===== src/rtl/sine_sequencer.sv =====
// sine_sequencer: sequences sine-ROM reads into the DAC with a programmable sample tick and phase step.
// Ports: clk/rst (sync, active-high); start/stop requests; div/step/n_periods playback settings
// latched at start; rom_en/rom_addr drive the ROM; dac_en trails rom_en by one cycle for the
// ROM read latency; busy covers RUN and DRAIN; done pulses once per finished playback;
// period_cnt counts completed periods.
module sine_sequencer #(
    parameter int ADDR_W = 6,
    parameter int DIV_W  = 16,
    parameter int CNT_W  = 8
) (
    input  logic              clk,
    input  logic              rst,
    input  logic              start,
    input  logic              stop,
    input  logic [DIV_W-1:0]  div,
    input  logic [ADDR_W-1:0] step,
    input  logic [CNT_W-1:0]  n_periods,
    output logic              rom_en,
    output logic [ADDR_W-1:0] rom_addr,
    output logic              dac_en,
    output logic              busy,
    output logic              done,
    output logic [CNT_W-1:0]  period_cnt
);
    typedef enum logic [1:0] {IDLE, RUN, DRAIN} state_t;
    state_t            state_q, state_d;
    logic [DIV_W-1:0]  div_l_q, div_l_d, div_cnt_q, div_cnt_d;
    logic [ADDR_W-1:0] step_l_q, step_l_d, addr_q, addr_d;
    logic [CNT_W-1:0]  n_l_q, n_l_d, per_q, per_d, per_inc;
    logic              stop_pend_q, stop_pend_d, rom_en_q, rom_en_d, dac_en_q, done_q;
    logic [ADDR_W:0]   sum;
    logic              last;
    always_comb begin
        sum         = {1'b0, addr_q} + {1'b0, step_l_q};
        per_inc     = per_q + 1'b1;
        // a playback only ever ends on the carry-out of the phase accumulator
        last        = sum[ADDR_W] && ((n_l_q != '0 && per_inc == n_l_q) || stop_pend_q || stop);
        state_d     = state_q;
        div_l_d     = div_l_q;
        step_l_d    = step_l_q;
        n_l_d       = n_l_q;
        div_cnt_d   = div_cnt_q;
        addr_d      = addr_q;
        per_d       = per_q;
        stop_pend_d = 1'b0;
        case (state_q)
            IDLE: if (start) begin
                div_l_d   = div;
                step_l_d  = (step == '0) ? ADDR_W'(1) : step;
                n_l_d     = n_periods;
                div_cnt_d = '0;
                addr_d    = '0;
                per_d     = '0;
                state_d   = RUN;
            end
            RUN: begin
                stop_pend_d = stop_pend_q | stop;
                div_cnt_d   = (div_cnt_q == div_l_q) ? '0 : div_cnt_q + 1'b1;
                if (rom_en_q) begin
                    addr_d  = sum[ADDR_W-1:0];
                    per_d   = sum[ADDR_W] ? per_inc : per_q;
                    state_d = last ? DRAIN : RUN;
                end
            end
            DRAIN:   state_d = IDLE;
            default: state_d = IDLE;
        endcase
        // registered tick: asserted for the cycle in which the divider will sit at its terminal value
        rom_en_d = (state_d == RUN) && (div_cnt_d == div_l_d);
    end
    always_ff @(posedge clk) begin
        if (rst) begin
            state_q     <= IDLE;
            div_l_q     <= '0;
            step_l_q    <= '0;
            n_l_q       <= '0;
            div_cnt_q   <= '0;
            addr_q      <= '0;
            per_q       <= '0;
            stop_pend_q <= 1'b0;
            rom_en_q    <= 1'b0;
            dac_en_q    <= 1'b0;
            done_q      <= 1'b0;
        end else begin
            state_q     <= state_d;
            div_l_q     <= div_l_d;
            step_l_q    <= step_l_d;
            n_l_q       <= n_l_d;
            div_cnt_q   <= div_cnt_d;
            addr_q      <= addr_d;
            per_q       <= per_d;
            stop_pend_q <= stop_pend_d;
            rom_en_q    <= rom_en_d;
            dac_en_q    <= rom_en_q;
            done_q      <= (state_q == DRAIN);
        end
    end
    assign rom_en     = rom_en_q;
    assign rom_addr   = addr_q;
    assign dac_en     = dac_en_q;
    assign busy       = (state_q != IDLE);
    assign done       = done_q;
    assign period_cnt = per_q;
endmodule


===== config.mk =====
export PLATFORM = sky130hd
export DESIGN_NAME = sine_sequencer
export DESIGN_NICKNAME = d
export VERILOG_FILES = /design/src/rtl/sine_sequencer.sv
export SDC_FILE = /design/constraint.sdc
export NUM_CORES = 1
export LEC_CHECK = 0
export ABC_AREA = 1
export ABC_CLOCK_PERIOD_IN_PS = 1850
export CAP_MARGIN = 20
export CORE_MARGIN = 5
export CORE_UTILIZATION = 50
export DETAILED_ROUTE_END_ITERATION = 10
export PLACE_DENSITY = 0.79
export SYNTH_ARGS = -nofsm -noshare
export SYNTH_HDL_FRONTEND = slang
export SYNTH_SLANG_ARGS = --single-unit

===== constraint.sdc =====
create_clock -name clk -period 1.85 [get_ports clk]
set_input_delay 0.4625 -clock clk [delete_from_list [all_inputs] [get_ports clk]]
set_output_delay 0.4625 -clock clk [all_outputs]
set_load 0.02 [all_outputs]

# Yosys cells after proc, flatten, opt, wreduce, memory -nomap -nowiden
# Index checks and enable logic that the tools add are counted.
[totals]
register_bits = 66
out_inout_bits = 18
wordCells = 56
[op_classes]
n_addsub = 3
n_eq_ne = 9
n_mux = 17
bitwise_logic = 2
reduce_logical = 14
[ops]
columns = ["operator", "count"]
rows = [
  ["16-bit 2-to-1 mux", 4],
  ["16-bit == test", 2],
  ["16-bit case mux with 2 select lines", 1],
  ["8-bit 2-to-1 mux", 3],
  ["6-bit 2-to-1 mux", 3],
  ["16-bit by 1-bit adder with 16-bit output (second input constant)", 1],
  ["8-bit case mux with 2 select lines", 1],
  ["6-bit case mux with 2 select lines", 1],
  ["8-bit by 1-bit adder with 8-bit output (second input constant)", 1],
  ["8-bit == test", 1],
  ["8-bit nonzero test", 1],
  ["6-bit by 6-bit adder with 7-bit output", 1],
  ["6-bit logical NOT", 1],
  ["2-bit 2-to-1 mux", 3],
  ["2-bit inequality test (second input constant)", 3],
  ["2-bit by 1-bit == test with 1-bit output (second input constant)", 2],
  ["2-bit case mux with 2 select lines", 1],
  ["4-bit AND reduction", 1],
  ["2-bit nonzero test", 2],
  ["1-bit logical AND", 3],
  ["3-bit AND reduction", 1],
  ["2-bit == test (second input constant)", 1],
  ["2-bit logical NOT", 1],
  ["1-bit logical OR", 2],
  ["other kinds (4)", 4],
]

# Depth between registers and ports, before layout
[logic_depth]
word_depth = 11
mapped_depth = 17
ltp_nobuf = 16

# Worst setup path after synthesis
# No wires, ideal clock.
[synth_path]
path_kind = "register -> register"
start = "register addr_q[0], in the netlist rom_addr[0]"
end = "register per_q[5], in the netlist period_cnt[5]"
setup_time_ns = 0.086
arrival_ns = 1.987
t_required_ns = 1.764
setup_slack_ns = -0.222
path_stages_with_launch = 13
path_buffers = 1
period_less_slack_ns = 2.072
path_cell_list = "dfxtp_1 ha_1 fa_1 nand3_1 nand2_1 nand2_1 nand2_1 a21oi_1 o21ai_0 nand2_1 buf_2 a21oi_1 a211oi_1"
[synth_via]
elab_chain_len = 3
[synth_rtl]
columns = ["item", "line", "text"]
rows = [
  ["from (decl)", "28", "logic [ADDR_W-1:0] step_l_q, step_l_d, addr_q, addr_d;"],
  ["from (signal assigned)", "90", "addr_q <= addr_d;"],
  ["6-bit by 6-bit adder with 7-bit output", "34", "sum = {1'b0, addr_q} + {1'b0, step_l_q};"],
  ["2-bit inequality test (no source line)", "n/a", ""],
  ["4-bit AND reduction (no source line)", "n/a", ""],
  ["to (signal assigned)", "91", "per_q <= per_d;"],
  ["to (decl)", "29", "logic [CNT_W-1:0] n_l_q, n_l_d, per_q, per_d, per_inc;"],
]
# No other way between the ends.
# A chain may end at the register's enable or synchronous reset.

# Worst setup path after layout
[layout_path]
start = "register div_cnt_q[15]"
end = "register rom_en_q, in the netlist rom_en"
[layout_via]
elab_chain_len = 5
elab_cells_between_ends = 7
classes_between = "add/sub (1); eq/ne (2); mux (3); reduce/logical (1)"
[layout_rtl]
columns = ["item", "line", "text"]
rows = [
  ["from (decl)", "27", "logic [DIV_W-1:0] div_l_q, div_l_d, div_cnt_q, div_cnt_d;"],
  ["from (signal assigned)", "89", "div_cnt_q <= div_cnt_d;"],
  ["16-bit by 1-bit adder with 16-bit output or 16-bit == test (tied branches)", "58", "div_cnt_d = (div_cnt_q == div_l_q) ? '0 : div_cnt_q + 1'b1;"],
  ["16-bit 2-to-1 mux", "58", ""],
  ["16-bit case mux with 2 select lines (*)", "46", "case (state_q)"],
  ["16-bit == test (*)", "69", "rom_en_d = (state_d == RUN) && (div_cnt_d == div_l_d);"],
  ["1-bit logical AND (*)", "69", ""],
  ["to (signal assigned)", "93", "rom_en_q <= rom_en_d;"],
  ["to (decl)", "30", "logic stop_pend_q, stop_pend_d, rom_en_q, rom_en_d, dac_en_q, done_q;"],
]
# Mark *: on every way between the ends. The rest lies on a longest branch, timed or not.

==> key figures <==
Global routing
  – Overflow after GRT: 0
  – Pin count of the biggest net entering global routing: 34
  – Antenna violations before repair: 0
  – Total global routing track utilization: 24.23%
  – Global-route wire length before repair: 19.54 mm
  – Vias in the first global route: 4395

STA
  – Post-route setup slack: -263.4 ps
  – Minimum clock period after layout: 2113 ps
  – Headroom to the max-slew limit: 75.14%
  – Final worst path period share: 114.2%
  – Unrepaired setup endpoints after global routing: yes
  – Hold violation count in the final report: 0
  – Setup skew after layout: 10.74 ps
  – Worst slew pin tran: 369.0 ps
  – Max-slew violations: 0
  – Setup-violating endpoint count in the final report: 9
  – Achievable frequency: 473.2 MHz
  – TNS Setup: -1131 ps

Worst setup path
  – Slowest library cell on the worst path: sky130_fd_sc_hd__dfxtp_2
  – Required time reported for the critical path endpoint: 2140 ps
  – Reg2Reg Launch Point: div_cnt_q[15]$_SDFF_PP0_
  – Total buffers and inverters traversed by the critical path: 1
  – Ordered cell list for the critical path: inv_1 -> nand2_1 -> nand2_1 -> nor2_2 -> nand2_2 -> nor2_4 -> nand2_4 -> nand3_4 -> nand2_2 -> nand2_2 -> nand2_1 -> nor2_1 -> nand2_1 -> nor2_1 -> nand3_1 -> nor2_2
  – CP Data Arrival Time: 2410 ps
  – Reg2reg path depth: 16
  – Path length in cells of the critical path: 16
  – Delay contributed by the slowest stage of the critical path: 350 ps
  – Setup crit start kind: register
  – Reg-to-reg critical path endpoint: rom_en$_SDFF_PP0_
  – Start-to-end type of the worst setup path: reg2reg
  – CP Launch Point: div_cnt_q[15]$_SDFF_PP0_
  – Top cell family by delay on the critical path: simple AND/OR/NAND/NOR gates
  – Type of element capturing the critical path: register
  – Most used cell along the critical path: sky130_fd_sc_hd__nand2_1
  – Critical Path Fanout Max: 7
  – Reg-to-reg setup timing slack: -260 ps

Route
  – First DRT Iteration DRCs: 412
  – Aggregate routed wire length: 12.69 mm
  – Via Count: 4706
  – Met1 Wirelength: 5.200 mm
  – DRC violations left: 0
  – Count of nets left with antenna violations after detail routing: 0
  – Routed wire length on met2: 6.179 mm
  – Routed wire length on met3: 887 um
  – Detail-routed net length per standard cell: 14.72 um
  – Highest routed layer: met4
  – Via density per instance: 5.459
  – Detailed-router iteration count before antenna repair: 6

Power and ir drop
  – Net switching power figure: 1.250 mW
  – Reported leakage power: 2.759 nW
  – Total Power Consumption: 4.008 mW
  – Fraction of power consumed by sequential logic: 39.2%
  – Power per cell area: 696.6 nW/um^2
  – Peak ir drop on the vdd network: 0.0004369 V
  – Proportion of power drawn by combinational gates: 25.7%
  – Clock network power share: 35.0%
  – Switching share of power: 31.18%
  – Cell Int Power: 2.758 mW

Synthesis
  – Fraction of the mapped netlist area in simple logic gates: 38.70%
  – Ranking of synthesized cells by area: sky130_fd_sc_hd__dfxtp_1 (34%), sky130_fd_sc_hd__nand2_1 (20%), sky130_fd_sc_hd__nor2_1 (8.1%)
  – Most common cell in the netlist: sky130_fd_sc_hd__nand2_1
  – Syn. warnings: 0
  – Library cells used by synthesis: 36
  – Mapped Avg Cell Area: 6.246 sq um
  – Post-synth EDFFs: 0
  – Area share of the largest cell type after synthesis: 34.34%
  – Post-Synth Adder-Cell Area: 3.122%
  – Synth Net Count: 659
  – Fraction of the yosys area taken by sequential cells: 34.34%
  – Most common flop cell mapped by yosys: sky130_fd_sc_hd__dfxtp_1
  – Multiplexer share of the synthesized area: 0%
  – Post-synthesis compound-gate area fraction: 13.20%
  – Xor/xnor share of the synthesized area: 1.593%
  – Ranking of synthesized cells by instance count: sky130_fd_sc_hd__nand2_1 (201), sky130_fd_sc_hd__nor2_1 (83), sky130_fd_sc_hd__dfxtp_1 (66)
  – Summed instance area of the synthesized netlist: 3847 sq um
  – Largest area contributor in the netlist: sky130_fd_sc_hd__dfxtp_1
  – #FFs+latches synth: 66
  – Share of async-settable or async-resettable flops after synthesis: 0%
  – Largest family of logic cells by synthesized area: simple AND/OR/NAND/NOR gates
  – Syn Inst Count: 616

Layout
  – Layout net count: 798
  – Final-layout fill cell count: 552
  – Antenna diode instance count: 0
  – FF+latch area: 1353 sq um
  – Area of the multi-input gates: 2499 sq um
  – Share of final-layout standard cells stronger than drive strength 1: 26.18%
  – Layout-stage area growth over the synthesis result: 49.53%

Place
  – GPL Wtd Cong: 0.9448
  – Minimum setup slack after placement: -399.8 ps
  – IO Port Bufs: 51
  – Half-perimeter wire length after detailed placement: 8.039 mm

Floorplan
  – Area enclosed by the die boundary: 9549 sq um
  – CORE AREA: 7607 sq um
  – Die height: 97.72 um
  – Effective utilization at floorplan: 50.58%
  – Overall die width: 97.72 um
  – Total number of placement rows: 32
  – Number of top-level pins: 52

Worst hold path
  – Kind of path behind the tightest hold check: reg2reg
  – Number of instances on the worst hold path: 2
  – Endpoint with the worst hold slack: n_l_q[1]$_SDFFE_PP0P_
  – Hold Path Origin: n_l_q[1]$_SDFFE_PP0P_

Clocking
  – Cts bufs inserted: 9
  – Clk sink count: 66
  – CTS tree: yes
  – H-tree level count: 3
  – Maximum root-to-sink buffer count: 2
  – Clock input transition at the sequential cells of the worst setup and hold paths: 80 ps
  – Library cell used as clock root buffer: sky130_fd_sc_hd__clkbuf_8
  – Insertion delay to the later sink of the worst-skew pair: 350 ps

Run status
  – Run status: complete, but fails checks
  – Violations in the final reports: negative setup slack

Run
  – Max-Cap Viols: 0
==> metrics by stage <==
stage / hold WS (ps) / area [sq um] / cells / utilization, %
6_report: 493.3 / 5753 / 862 / 75.63
5_1_grt: 518.3 / 5753 / 862 / 75.63
4_1_cts: 497.0 / 5418 / 857 / 71.22
3_5_place_dp: 483.7 / 5055 / 832 / 66.45
3_3_place_gp: 470.0 / 5055 / 832 / 66.45
2_1_floorplan: 444.9 / 3879 / 616 / -
==> cells by family after synthesis <==
logic type / after synthesis
and+or+nand+nor: 351
AOI/OAI and AO/OA: 95
buffers and inverters: 88
DFF: 66
adders and majority gates: 9
xor gates and xnor gates: 7
==> final cells by class <==
type	count	share of cell area, %
clock inverters	6	1.566
well taps	102	2.218
clock buffers	10	2.392
multi-input cells	463	43.43
repair buffers	144	22.25
inverters	71	4.632
flip-flops and latches	66	23.51
==> repair_timing <==
action,in CTS,in global routing
cloned,1,0
pin swaps,8,28
endpoints found under the setup margin,21,19
buffers inserted,8,10
hold buffers,0,0
gates resized for setup,32,88
==> worst min-delay path: stages, from the launching register on <==
cell and delay (ps):
sky130_fd_sc_hd__dfxtp_1 320, sky130_fd_sc_hd__inv_1 70, sky130_fd_sc_hd__a21oi_1 60
==> worst max path at each step <==
stage,endpoint
finish,rom_en$_SDFF_PP0_
global route,rom_en$_SDFF_PP0_
CTS,rom_en$_SDFF_PP0_
detailed placement,rom_en$_SDFF_PP0_
global placement,rom_en$_SDFF_PP0_
floorplan,period_cnt[5]$_SDFFE_PP0P_
==> power groups by stage <==
stage          logic, mW  registers [mW]  clock network, mW
2_1_floorplan      0.472            1.61                  0
3_3_place_gp       0.833            1.59                  0
5_1_grt             1.12            1.58               1.51
4_1_cts            0.907            1.57               1.40
6_report            1.03            1.57               1.40
3_5_place_dp       0.857            1.60                  0
==> state kept, by name, summed over array words and instances, names as in the netlist, 2 cells and up <==
register    flops
div_cnt_q      16
div_l_q        16
n_l_q           8
period_cnt      8
rom_addr        6
step_l_q        6
state_q         2
==> cell usage in the layout (no fill, tap or decap), drive strengths merged, types with 4 or more instances in the layout <==
cell type and instances:
a21oi 38, nand3 35, ha 8, clkbuf 10, nor2 85, a211oi 4, dlygate4sd2 9, nand3b 14
buf 93, xor2 7, nand2 203, dfxtp 66, nand4 8, clkdlybuf4s50 39, inv 71, nor3 5
o21ai 45
==> layer usage <==
metal / vias up / GRT usage, %
met5: - / 0
met1: 2172 / 30.62
met3: 57 / 4.523
met4: 0 / 10.44
li1: 2248 / -
met2: 229 / 40.38
No activity file was read; power rests on OpenSTA's default activity.
